--- config.mk ---
export PLATFORM = sky130hd
export DESIGN_NAME = instr_fetch
export DESIGN_NICKNAME = d
export VERILOG_FILES = /design/src/rtl/instr_fetch_pkg.sv /design/src/rtl/instr_fetch_fifo.sv /design/src/rtl/instr_fetch.sv
export SDC_FILE = /design/constraint.sdc
export NUM_CORES = 1
export LEC_CHECK = 0
export ABC_CLOCK_PERIOD_IN_PS = 4900
export CAP_MARGIN = 10
export CELL_PAD_IN_SITES_DETAIL_PLACEMENT = 1
export CELL_PAD_IN_SITES_GLOBAL_PLACEMENT = 1
export CORE_ASPECT_RATIO = 0.6
export CORE_MARGIN = 2
export CORE_UTILIZATION = 49
export DETAILED_ROUTE_END_ITERATION = 12
export GPL_TIMING_DRIVEN = 0
export PLACE_DENSITY = 0.83
export SETUP_SLACK_MARGIN = 0.2
export SLEW_MARGIN = 0
export SYNTH_ARGS = -nofsm -noshare
export SYNTH_HDL_FRONTEND = slang
export SYNTH_HIERARCHICAL = 1
export SYNTH_SLANG_ARGS = --single-unit
--- constraint.sdc ---
create_clock -name clk -period 4.9 [get_ports clk]
set_input_delay 1.225 -clock clk [delete_from_list [all_inputs] [get_ports clk]]
set_output_delay 1.225 -clock clk [all_outputs]
set_load 0.1 [all_outputs]
--- src/rtl/instr_fetch_pkg.sv ---
// Shared definitions for the instruction fetch stage and its consumers.
//   INSTR_W            instruction word width
//   OPCODE_MSB/LSB     opcode field position (bit 0 = MSB of the word)
//   PC_STEP            byte increment between sequential fetches
//   fetch_state_e      fetch control state encodings
package instr_fetch_pkg;

    localparam int unsigned INSTR_W    = 32;
    localparam int unsigned OPCODE_MSB = 0;
    localparam int unsigned OPCODE_LSB = 5;
    localparam int unsigned OPCODE_W   = OPCODE_LSB - OPCODE_MSB + 1;
    localparam int unsigned PC_STEP    = 4;

    typedef enum logic [1:0] {
        FETCH_IDLE  = 2'd0,
        FETCH_RUN   = 2'd1,
        FETCH_DRAIN = 2'd2
    } fetch_state_e;

    function automatic logic [0:OPCODE_W-1] opcode_of(input logic [0:INSTR_W-1] word);
        return word[OPCODE_MSB:OPCODE_LSB];
    endfunction

endpackage

--- src/rtl/instr_fetch_fifo.sv ---
// Synchronous DEPTH x W FIFO with flush, used for the prefetch queue and
// the per-request PC tag queue.
//   clk, rst_n   clock / asynchronous active-low reset
//   flush        empty the FIFO this cycle (overrides push/pop)
//   push         write push_data
//   pop          advance the head (ignored when empty)
//   head_data    registered head entry
//   count        number of valid entries
module instr_fetch_fifo #(
    parameter int unsigned DEPTH = 2,
    parameter int unsigned W     = 64
) (
    input  logic                         clk,
    input  logic                         rst_n,
    input  logic                         flush,
    input  logic                         push,
    input  logic [W-1:0]                 push_data,
    input  logic                         pop,
    output logic [W-1:0]                 head_data,
    output logic [$clog2(DEPTH+1)-1:0]   count
);

    localparam int unsigned PW = (DEPTH > 1) ? $clog2(DEPTH) : 1;
    localparam int unsigned CW = $clog2(DEPTH + 1);

    logic [W-1:0]  mem_q [DEPTH];
    logic [W-1:0]  mem_d [DEPTH];
    logic [PW-1:0] wr_ptr_q, wr_ptr_d;
    logic [PW-1:0] rd_ptr_q, rd_ptr_d;
    logic [CW-1:0] count_q, count_d;
    logic          do_push, do_pop;

    function automatic logic [PW-1:0] ptr_inc(input logic [PW-1:0] p);
        return (p == PW'(DEPTH - 1)) ? '0 : p + PW'(1);
    endfunction

    always_comb begin
        do_push  = push & ~flush;
        do_pop   = pop & (count_q != '0) & ~flush;
        mem_d    = mem_q;
        wr_ptr_d = wr_ptr_q;
        rd_ptr_d = rd_ptr_q;
        count_d  = count_q;
        if (flush) begin
            wr_ptr_d = '0;
            rd_ptr_d = '0;
            count_d  = '0;
        end else begin
            if (do_push) begin
                mem_d[wr_ptr_q] = push_data;
                wr_ptr_d        = ptr_inc(wr_ptr_q);
            end
            if (do_pop) begin
                rd_ptr_d = ptr_inc(rd_ptr_q);
            end
            unique case ({do_push, do_pop})
                2'b10:   count_d = count_q + CW'(1);
                2'b01:   count_d = count_q - CW'(1);
                default: ;
            endcase
        end
    end

    always_ff @(posedge clk or negedge rst_n) begin
        if (!rst_n) begin
            mem_q    <= '{default: '0};
            wr_ptr_q <= '0;
            rd_ptr_q <= '0;
            count_q  <= '0;
        end else begin
            mem_q    <= mem_d;
            wr_ptr_q <= wr_ptr_d;
            rd_ptr_q <= rd_ptr_d;
            count_q  <= count_d;
        end
    end

    // Upstream credit accounting must never let a write land on a full FIFO.
    always_ff @(posedge clk) begin
        if (rst_n && push && !flush) begin
            assert (count_q != CW'(DEPTH));
        end
    end

    assign head_data = mem_q[rd_ptr_q];
    assign count     = count_q;

endmodule

--- src/rtl/instr_fetch.sv ---
// Instruction fetch stage feeding the decode unit.
// Owns the PC, issues word reads, buffers returned words in a prefetch
// queue and restarts on redirect, discarding stale in-flight responses.
//   fetch_en                     allow new requests
//   redirect_valid/redirect_pc   restart fetch at redirect_pc (low 2 bits ignored)
//   imem_req/imem_addr           read request to instruction memory
//   imem_rvalid/imem_rdata       in-order read responses
//   instr_valid/instr/instr_pc   head of prefetch queue to decode
//   instr_ready                  decode consumes the head word
module instr_fetch
    import instr_fetch_pkg::*;
#(
    parameter int unsigned    AW       = 32,
    parameter int unsigned    DEPTH    = 2,
    parameter logic [AW-1:0]  RESET_PC = '0
) (
    input  logic          clk,
    input  logic          rst_n,
    input  logic          fetch_en,
    input  logic          redirect_valid,
    input  logic [0:AW-1] redirect_pc,
    output logic          imem_req,
    output logic [0:AW-1] imem_addr,
    input  logic          imem_rvalid,
    input  logic [0:31]   imem_rdata,
    output logic          instr_valid,
    input  logic          instr_ready,
    output logic [0:31]   instr,
    output logic [0:AW-1] instr_pc
);

    localparam int unsigned CW = $clog2(DEPTH + 1);
    localparam int unsigned QW = INSTR_W + AW;

    fetch_state_e  state_q, state_d;
    logic [AW-1:0] pc_q, pc_d;
    logic [CW-1:0] outstanding_q, outstanding_d;
    logic [CW-1:0] drop_q, drop_d;

    logic [CW-1:0] q_count, tag_count;
    logic [QW-1:0] q_head;
    logic [AW-1:0] tag_head;
    logic          issue, accept, q_pop;
    logic [CW-1:0] in_flight_after;

    always_comb begin
        // Queued words count against credit so a response always has a slot.
        issue = rst_n & fetch_en & ~redirect_valid &
                (({1'b0, q_count} + {1'b0, outstanding_q}) < (CW+1)'(DEPTH));
        accept = imem_rvalid & (drop_q == '0) & ~redirect_valid;
        q_pop  = (q_count != '0) & instr_ready;

        in_flight_after = outstanding_q - CW'(imem_rvalid);
        outstanding_d   = in_flight_after + CW'(issue);

        pc_d = pc_q;
        if (redirect_valid) begin
            pc_d = redirect_pc & ~AW'(3);
        end else if (issue) begin
            pc_d = pc_q + AW'(PC_STEP);
        end

        // Every read still in flight at a redirect belongs to the old stream,
        // including reads already marked stale by an earlier redirect.
        drop_d = drop_q;
        if (redirect_valid) begin
            drop_d = in_flight_after;
        end else if (imem_rvalid && drop_q != '0) begin
            drop_d = drop_q - CW'(1);
        end

        state_d = state_q;
        if (redirect_valid) begin
            if (in_flight_after != '0) begin
                state_d = FETCH_DRAIN;
            end else begin
                state_d = fetch_en ? FETCH_RUN : FETCH_IDLE;
            end
        end else begin
            case (state_q)
                FETCH_IDLE:  if (fetch_en) state_d = FETCH_RUN;
                FETCH_RUN:   if (!fetch_en) state_d = FETCH_IDLE;
                FETCH_DRAIN: if (drop_d == '0) state_d = fetch_en ? FETCH_RUN : FETCH_IDLE;
                default:     state_d = FETCH_IDLE;
            endcase
        end
    end

    always_ff @(posedge clk or negedge rst_n) begin
        if (!rst_n) begin
            state_q       <= FETCH_IDLE;
            pc_q          <= RESET_PC;
            outstanding_q <= '0;
            drop_q        <= '0;
        end else begin
            state_q       <= state_d;
            pc_q          <= pc_d;
            outstanding_q <= outstanding_d;
            drop_q        <= drop_d;
        end
    end

    instr_fetch_fifo #(
        .DEPTH (DEPTH),
        .W     (QW)
    ) u_instr_q (
        .clk       (clk),
        .rst_n     (rst_n),
        .flush     (redirect_valid),
        .push      (accept),
        .push_data ({imem_rdata, tag_head}),
        .pop       (q_pop),
        .head_data (q_head),
        .count     (q_count)
    );

    instr_fetch_fifo #(
        .DEPTH (DEPTH),
        .W     (AW)
    ) u_tag_q (
        .clk       (clk),
        .rst_n     (rst_n),
        .flush     (redirect_valid),
        .push      (issue),
        .push_data (pc_q),
        .pop       (accept),
        .head_data (tag_head),
        .count     (tag_count)
    );

    // Tags exist only for live (non-stale) reads.
    always_ff @(posedge clk) begin
        if (rst_n) begin
            assert (tag_count == outstanding_q - drop_q);
        end
    end

    assign imem_req    = issue;
    assign imem_addr   = pc_q;
    assign instr_valid = (q_count != '0);
    assign instr       = q_head[QW-1:AW];
    assign instr_pc    = q_head[AW-1:0];

endmodule

==> impl_results.md, run 1 <==
* Sw Ratio at 44.2%
* H-tree level count at 1
* Mapped Area at 11600 µm²
* Largest net degree at the start of global routing at 98
* # rows at 43
* Final worst path period share at 90.1%
* Final core occ at 62.3%
* Clock tree buffer depth at 3
* Fraction of layout cells with a size suffix above 1 at 38.0%
* Place WS at -0.552 ns
* CP required at 3.67 ns
* DR WL met2 at 14100 µm
* Main combinational cell family by area after synthesis: multiplexers
* Post-route DRC at 0
* Postcts setup bufs at 0
* Internal power at 5070 µW
* Worst-case reg-to-reg path depth at 7
* Sequential share of the synthesized area at 50.4%
* DR WL/cell at 23.2 µm
* CP max-delay cell: clkdlybuf4s15_2
* Tightest Pin Transition at 1.05 ns
* Fmax at 0.227 GHz
* Setup Crit Path Kind: in2out
* Synth Area in Simple Gates at 6.78%
* # setup viols final at 0
* Minimum clock period at 4.41 ns
* Worst setup path endpoint: imem_req
* Die Outline Area at 25000 µm²
* Logic gate share of total power at 48.7%
* Starting Density at 50.1%
* Critical path buffer and inverter count at 4
* Post-CTS resize count at 4
* Synthesis-stage register bit count at 234
* Worst path max stage delay at 0.51 ns
* CTS tree: built
* Reg-to-Reg Start: u_instr_q/count[0]
* Switching power at 4010 µW
* Mapped Avg Cell Area at 14.7 µm²
* PD cells at 628 nW/µm²
* Synth warn at 6
* Count of final hold-check violations at 0
* DR iter-0 viols at 346
* Status: finished clean
* CP startpoint: redirect_valid
* CTS sink cnt at 234
* Total power at 9080 µW
* DP HPWL at 20800 µm
* RSZ-0062 raised after global routing: no
* Max-cap violations at 0
* Clk_skew at 0.0140 ns
* ANT nets after route at 0
* Nets at 1062
* Mux contribution to synthesized area at 33.0%
* WL final at 30500 µm
* Ant diodes at 0
* Hold-fix buffers, CTS at 0
* R2r endpoint: imem_addr[13]
* Synth Area in XOR/XNOR at 1.21%
* Clock transition at path regs at 0.06 ns
* Startpoint Class: input port
* Clk pwr share at 19.1%
* CP endpoint kind: output port
* Cells along the critical path: clkbuf_2 > clkbuf_1 > clkbuf_1 > nor2_1 > clkdlybuf4s15_2
* Initial antenna violation count at 1
* Worst ir drop on vdd at 0.566 mV
* GR Overflow Total at 0
* Area Overhead vs Synth at 24.3%
* M1 WL at 14600 µm
* DP Area at 13700 µm²
* Slew Limit Headroom at 30.0%
* Min-delay worst type: reg2reg
* Mapped Cells at 792
* Core area at 23200 µm²
* WL met3 at 1360 µm
* Cell area after layout at 14400 µm²
* Clock Latency Late Sink at 0.51 ns
* Vias in the first global route at 7998
* Vias/cell at 5.55
* Synth Area in Compound Gates at 3.30%
* Flop pwr share at 32.2%
* CP Data Arrival Time at 3.19 ns
* Delay-heaviest family, CP: buffers and inverters
* Min setup slack post-route at 0.486 ns
* Final GP Congestion at 0.775
* Synth Area in Adders at 0.603%
* Global-route wire length before repair at 47500 µm
* Max layer used: met4
* Chip height at 123 µm
* Slew Viols, Final at 0
* Chip width at 203 µm
* TNS Setup at 0 ns
* Reg2Reg Setup Slack at 2.01 ns
* Yosys cell types at 48
* PortBufs at 163
* Boundary Pins at 168
* CTS Buf Count at 23
* Crit path max fanout at 14
* Leak pwr at 0.00667 µW
* Pre-antenna DRT Iters at 5
* Crit path depth at 5
* Most common cell on crit path: clkbuf_1
* GRT Resource Usage Total at 24.8%
* Clock Tree Root: clkbuf_16
* Vias post-DR at 7301
-- per-layer routing --
layer,global-route usage [%],vias up
li1,-,3260
met1,36.3,3824
met2,39.5,180
met3,3.95,37
met4,4.47,0
met5,0,-
-- registers in the layout, summed over array words and instances, names as in the netlist --
name                cells
drop_q                  2
imem_addr              30
u_instr_q/wr_ptr_q      1
u_instr_q/count         2
u_instr_q/mem_q       128
u_tag_q/rd_ptr_q        1
u_tag_q/count           2
u_instr_q/rd_ptr_q      1
u_tag_q/mem_q          64
u_tag_q/wr_ptr_q        1
outstanding_q           2
-- metrics by stage --
| stage | std cells | hold WS (ns) |
|---|---|---|
| finish | 1316 | 0.501 |
| global route | 1316 | 0.516 |
| CTS | 1316 | 0.506 |
| detailed placement | 1277 | 0.490 |
| global placement | 1275 | 0.481 |
| floorplan | 797 | 0.474 |
-- Yosys cell counts, drive strengths merged --
cell         number  area share, %
and3              5           0.27
nor2             24           0.84
buf              40            4.0
xnor2             7           0.53
mux2i             2           0.17
nor2b             1          0.054
a31oi            17           0.92
nand2            24           0.78
and4b             2           0.17
a221o             1          0.086
nand4bb           1           0.24
or3               6           0.33
inv               8           0.26
o21ai            18           0.78
o31ai            14           0.90
nor3b             1           0.16
or2               2           0.11
a21oi             5           0.22
and4              3           0.23
a21o              2           0.13
nand4             9           0.59
and2              4           0.22
a2111oi           2           0.15
dfrtp           234             50
nand3            16           0.69
or4              18            1.2
and4bb            1           0.11
mux2            288             33
clkbuf            8           0.26
xor2              9           0.68
o211ai            2           0.13
nand2b            5           0.33
nand3b            4           0.37
conb              1          0.032
fa                1           0.17
ha                4           0.43
dlygate4sd1       1          0.075
nor4              2           0.11
-- worst min-delay path by stage --
stage                               end  cells after the start                 from  slack, ns
floorplan             u_tag_q/mem_q[19]                      1    u_tag_q/mem_q[19]       0.47
global placement     u_instr_q/mem_q[1]                      1   u_instr_q/mem_q[1]       0.48
detailed placement  u_instr_q/mem_q[55]                      1  u_instr_q/mem_q[55]       0.49
CTS                  u_instr_q/mem_q[2]                      1   u_instr_q/mem_q[2]       0.51
global route           u_tag_q/mem_q[2]                      1     u_tag_q/mem_q[2]       0.52
finish                u_tag_q/mem_q[39]                      1    u_tag_q/mem_q[39]       0.50
-- cell type report --
| type | instances | area, µm² |
|---|---|---|
| clock inverters | 4 | 25.0 |
| clock buffers | 35 | 701 |
| well taps | 315 | 394 |
| flip-flops and latches | 234 | 5860 |
| multi-input cells | 506 | 5250 |
| fillers | 2203 | 8740 |
| repair buffers | 165 | 1690 |
| plain buffers | 49 | 509 |
| inverters | 8 | 30.0 |
-- cells in the final DEF (no fill, tap or decap), types with 3 or more instances in the layout --
cell,netlist,routed
a21oi_1,5,5
a31oi_1,17,17
and2_1,4,4
and3_1,5,5
and4_1,3,3
buf_12,13,13
buf_2,12,12
buf_4,5,5
buf_6,10,10
clkbuf_1,8,12
clkbuf_16,0,23
clkbuf_8,0,8
clkdlybuf4s50_1,0,160
conb_1,1,6
dfrtp_1,234,234
ha_1,4,4
inv_1,8,8
mux2_2,134,134
mux2_4,154,154
nand2_1,24,24
nand2b_1,4,4
nand3_1,16,16
nand3b_1,3,3
nand4_1,7,7
nor2_1,23,23
o21ai_0,18,18
o31ai_1,14,14
or3_1,5,5
or4_1,17,17
xnor2_1,7,7
xor2_1,9,9
-- kinds of logic (layout without fill, tap and decap cells) --
kind of cell               count (synthesis)  count (layout)
adders and majority gates                  5               5
and+or+nand+nor                          128             128
buffers and inverters                     57             261
muxes                                    290             290
DFF                                      234             234
other                                      1               6
AOI/OAI and AO/OA                         61              61
xor gates and xnor gates                  16              16
-- power by group through the flow --
stage	clock network (µW)	logic (µW)	registers [µW]
global route	1840	4590	3000
CTS	1780	4450	2920
floorplan	0	3330	2960
detailed placement	0	4410	2930
global placement	0	4330	2890
finish	1730	4420	2920
No activity file was read; power rests on OpenSTA's default activity.
==> run 2: changes to the inputs <==
--- a/config.mk
+++ b/config.mk
@@ -11,10 +11,11 @@
 export CELL_PAD_IN_SITES_GLOBAL_PLACEMENT = 1
 export CORE_ASPECT_RATIO = 0.6
 export CORE_MARGIN = 2
-export CORE_UTILIZATION = 49
+export CORE_UTILIZATION = 51
+export CTS_BUF_LIST = sky130_fd_sc_hd__clkbuf_4 sky130_fd_sc_hd__clkbuf_8
 export DETAILED_ROUTE_END_ITERATION = 12
 export GPL_TIMING_DRIVEN = 0
-export PLACE_DENSITY = 0.83
+export PLACE_DENSITY = 0.86
 export SETUP_SLACK_MARGIN = 0.2
 export SLEW_MARGIN = 0
 export SYNTH_ARGS = -nofsm -noshare
==> run 2 against run 1 <==
  * Highest routed layer unchanged
  * Flip-flop and latch count stayed put
  * Critical path depth stayed put
  * Clock power hardly changed
  * Die area is 3.8% lower
  * Register-to-register slack better by 0.02 ns
  * Core utilization is 2.8 points higher
  * Fmax is 2.4% higher
  * Combinational power hardly changed
==> impl_results.md, run 2 (synthesized netlist as in run 1, its figures left out) <==
* Status: finished clean
* Count of final hold-check violations at 0
* Final worst path period share at 88.0%
* GR Overflow Total at 0
* WL final at 30600 µm
* # setup viols final at 0
* CP Data Arrival Time at 3.09 ns
* DP HPWL at 21400 µm
* Min-delay worst type: reg2reg
* ANT nets after route at 0
* Slew Limit Headroom at 29.2%
* Non-Filler Instances at 1329
* Area Overhead vs Synth at 24.5%
* Core area at 22200 µm²
* Final GP Congestion at 0.816
* Cell area after layout at 14500 µm²
* Clock transition at path regs at 0.06 ns
* Crit path max fanout at 14
* Die Outline Area at 24100 µm²
* CP endpoint kind: output port
* Vias in the first global route at 8146
* Chip width at 199 µm
* Ant diodes at 0
* Worst ir drop on vdd at 0.452 mV
* RSZ-0062 raised after global routing: no
* Reg-to-Reg Start: u_instr_q/count[0]
* DR WL/cell at 23.1 µm
* DP Area at 13700 µm²
* Biggest register: u_instr_q/mem_q
* Final core occ at 65.1%
* Place WS at -0.647 ns
* Vias/cell at 5.57
* Clk_skew at 0.0152 ns
* Initial antenna violation count at 0
* Post-Place Cells at 1270
* GRT Resource Usage Total at 26.3%
* PortBufs at 163
* CP required at 3.67 ns
* Starting Density at 52.3%
* DR iter-0 viols at 360
* Clock Tree Root: clkbuf_8
* Post-route DRC at 0
* Fraction of layout cells with a size suffix above 1 at 39.7%
* Vias post-DR at 7398
* CTS Buf Count at 37
* Min setup slack post-route at 0.588 ns
* Slew Viols, Final at 0
* Largest net degree at the start of global routing at 116
* Clock tree buffer depth at 3
* Boundary Pins at 168
* Largest register FFs at 128
* Hold path start: u_tag_q/mem_q[39]
* Most common cell after layout, fill and taps aside: dfrtp_1
* PD cells at 629 nW/µm²
* Pre-antenna DRT Iters at 4
* Startpoint Class: input port
* Max-cap violations at 0
* Most frequent cells in the layout: 234 x dfrtp_1, 160 x clkdlybuf4s50_1, 154 x mux2_4, 134 x mux2_2, 46 x clkbuf_8
* CTS tree: built
* Global-route wire length before repair at 48200 µm
* Leak pwr at 0.00672 µW
* Postcts setup bufs at 0
* Minimum clock period at 4.31 ns
* CTS sink cnt at 234
* # rows at 42
* H-tree level count at 2
* Setup Crit Path Kind: in2out
* Chip height at 121 µm
* Nets at 1076
* Clock Latency Late Sink at 0.53 ns
* Tightest Pin Transition at 1.06 ns
* Fmax at 0.232 GHz
* CP startpoint: redirect_valid
-- run 2: changes by cell type in the layout (fill, tap and decap cells not counted) --
cell and delta:
clkinvlp_4 -1, clkbuf_2 +1, clkbuf_8 +38, clkinv_2 -2, clkbuf_1 -5, clkdlybuf4s15_2 -1
clkbuf_4 +11, clkdlybuf4s18_2 +1, clkbuf_16 -23, bufinv_16 +1
-- run 2: where the power goes --
part           internal, µW  switching (µW)  leakage [µW]  total, µW
clock network           973             761      0.000396       1730
logic                  1570            2870       0.00330       4430
registers              2530             403       0.00302       2930
-- run 2: cell type report --
cell class / instances / area, µm²
fillers: 2116 / 7760
flip-flops and latches: 234 / 5860
multi-input cells: 506 / 5250
repair buffers: 165 / 1690
clock buffers: 57 / 716
plain buffers: 49 / 510
well taps: 308 / 385
clock inverters: 2 / 37.5
inverters: 8 / 30.0
-- run 2: critical path, cell delays in order --
cell             delay (ns)
clkbuf_2               0.32
clkbuf_2               0.33
clkbuf_1               0.45
nor2_1                 0.22
clkdlybuf4s18_2        0.52
-- run 2: final timing paths --
check,to,slack (ns),cells after the start
max in group asynchronous,u_instr_q/mem_q[121],3.01,3
worst max-delay path,imem_req,0.59,5
worst min-delay path,u_tag_q/mem_q[39],0.50,1
min in group asynchronous,imem_addr[1],0.55,1
worst min register to register,u_tag_q/mem_q[39],0.50,1
worst max register to register,imem_addr[13],2.03,7
-- run 2: repair_timing --
item | CTS | global route
setup endpoints to repair | 1 | 1
hold buffers | 0 | 0
gates resized for setup | 5 | 3
pin swaps | 0 | 0
-- run 2: routing by layer --
layer	track usage, %	vias to the layer above	routed length, µm
li1	-	3297	-
met1	37.8	3915	14300
met2	41.7	161	14400
met3	5.53	25	1530
met4	4.57	0	339
met5	0	-	0
-- run 2: through the flow --
stage	setup TNS, ns	hold WS [ns]	power [µW]
global route	0	0.525	9470
detailed placement	-0.647	0.490	7350
global placement	-2456.26	0.482	7210
floorplan	0	0.474	6290
finish	0	0.500	9090
CTS	0	0.505	9170
==> run 3: changes to the inputs <==
--- a/config.mk
+++ b/config.mk
@@ -16,7 +16,7 @@
 export DETAILED_ROUTE_END_ITERATION = 12
 export GPL_TIMING_DRIVEN = 0
 export PLACE_DENSITY = 0.86
-export SETUP_SLACK_MARGIN = 0.2
+export SETUP_SLACK_MARGIN = 0.5
 export SLEW_MARGIN = 0
 export SYNTH_ARGS = -nofsm -noshare
 export SYNTH_HDL_FRONTEND = slang
==> run 3 against run 2 <==
  * Non-clock buffer count did not move
  * Global-route usage barely moved
  * Final cell count did not move
  * Clock-buffer cell count did not move
  * Register-to-register slack barely moved
  * Largest cell class unchanged
  * Flip-flop and latch count did not move
  * Die area did not move
  * Setup slack improved by 0.0085 ns
  * Critical path depth did not move
  * Fmax rose by 0.20%
==> impl_results.md, run 3 (synthesized netlist as in run 1, its figures left out) <==
* CTS Buf Count at 37
* Most frequent cells in the layout: 234 x dfrtp_1, 160 x clkdlybuf4s50_1, 154 x mux2_4, 134 x mux2_2, 46 x clkbuf_8
* Boundary Pins at 168
* Final GP Congestion at 0.816
* Reg-to-Reg Start: u_instr_q/count[0]
* Die Outline Area at 24100 µm²
* ANT nets after route at 0
* WL final at 30600 µm
* PortBufs at 163
* Count of final hold-check violations at 0
* DP Area at 13700 µm²
* Pre-antenna DRT Iters at 4
* Max-cap violations at 0
* Biggest register: u_instr_q/mem_q
* Slew Viols, Final at 0
* Slew Limit Headroom at 29.3%
* CTS tree: built
* Chip height at 121 µm
* RSZ-0062 raised after global routing: no
* Clock transition at path regs at 0.06 ns
* Clock tree buffer depth at 3
* GR Overflow Total at 0
* Status: finished clean
* GRT Resource Usage Total at 26.2%
* Final core occ at 65.1%
* CP endpoint kind: output port
* Vias in the first global route at 8135
* Crit path max fanout at 14
* Total power at 9100 µW
* Minimum clock period at 4.30 ns
* Nets at 1076
* Min-delay worst type: reg2reg
* CP required at 3.67 ns
* Cell area after layout at 14500 µm²
* Startpoint Class: input port
* CTS sink cnt at 234
* Hold-fix buffers, CTS at 0
* # rows at 42
* DR WL/cell at 23.0 µm
* Fmax at 0.232 GHz
* TNS Setup at 0 ns
* Worst ir drop on vdd at 0.452 mV
* CP startpoint: redirect_valid
* Tightest Pin Transition at 1.06 ns
* Post-route DRC at 0
* Initial antenna violation count at 0
* Clk_skew at 0.0151 ns
* # setup viols final at 0
* Postcts setup bufs at 0
* Final worst path period share at 87.8%
* Fraction of layout cells with a size suffix above 1 at 39.8%
* H-tree level count at 2
* CP Data Arrival Time at 3.08 ns
* Leak pwr at 0.00672 µW
* DR iter-0 viols at 394
* Vias post-DR at 7362
* Ant diodes at 0
* Chip width at 199 µm
* Clock Latency Late Sink at 0.53 ns
* Largest register FFs at 128
* DP HPWL at 21400 µm
* Hold path start: u_tag_q/mem_q[39]
* Global-route wire length before repair at 48100 µm
* Area Overhead vs Synth at 24.5%
* PD cells at 628 nW/µm²
* Core area at 22200 µm²
* Starting Density at 52.3%
* Final hold slack at 0.500 ns
* Clock Tree Root: clkbuf_8
* Largest net degree at the start of global routing at 116
* Most common cell after layout, fill and taps aside: dfrtp_1
* Setup Crit Path Kind: in2out
* Vias/cell at 5.54
-- run 3: final timing paths --
kind / end / cells past startpoint / slack (ns)
setup / recovery: imem_req / 5 / 0.60
hold / removal: u_tag_q/mem_q[39] / 1 / 0.50
min in group asynchronous: imem_addr[8] / 1 / 0.55
setup reg to reg: imem_addr[9] / 7 / 2.03
hold reg to reg: u_tag_q/mem_q[39] / 1 / 0.50
max in group asynchronous: u_tag_q/mem_q[47] / 3 / 3.02
-- run 3: cell type report --
| cell class | count | area (µm²) |
|---|---|---|
| clock buffer | 57 | 716 |
| timing repair buffer | 165 | 1690 |
| tap | 308 | 385 |
| multi-input combinational | 506 | 5250 |
| inverter | 8 | 30.0 |
| sequential | 234 | 5860 |
| clock inverter | 2 | 37.5 |
| buffer | 49 | 512 |
| fill | 2109 | 7750 |
-- run 3: metal layers --
layer	global-route usage, %	up-vias	part of all wire [%]
met1	37.8	3867	48
met2	41.5	172	47
li1	-	3298	-
met5	0	-	0
met3	5.53	25	4.5
met4	4.57	0	1.1
-- run 3: worst max-delay path, cell delays in order --
cell and delay [ns]:
clkdlybuf4s15_2 0.35, clkbuf_2 0.30, clkbuf_2 0.26, nor2_1 0.33
clkdlybuf4s18_2 0.60
-- run 3: stage by stage --
stage          setup slack [ns]  instances
6_report                  0.597       1329
5_1_grt                   0.521       1329
4_1_cts                   0.516       1329
3_5_place_dp             -0.647       1270
3_3_place_gp              -8.16       1268
2_1_floorplan             0.697        797
-- run 3: where the power goes --
| group | switching (µW) | total [µW] | internal, µW |
|---|---|---|---|
| Clock | 761 | 1730 | 973 |
| Combinational | 2870 | 4430 | 1570 |
| Sequential | 404 | 2930 | 2530 |
-- run 3: what timing repair did --
item | 4_1_cts | 5_1_grt
endpoints found under the setup margin | 1 | 1
gates resized for setup | 8 | 2
cloned | 0 | 0
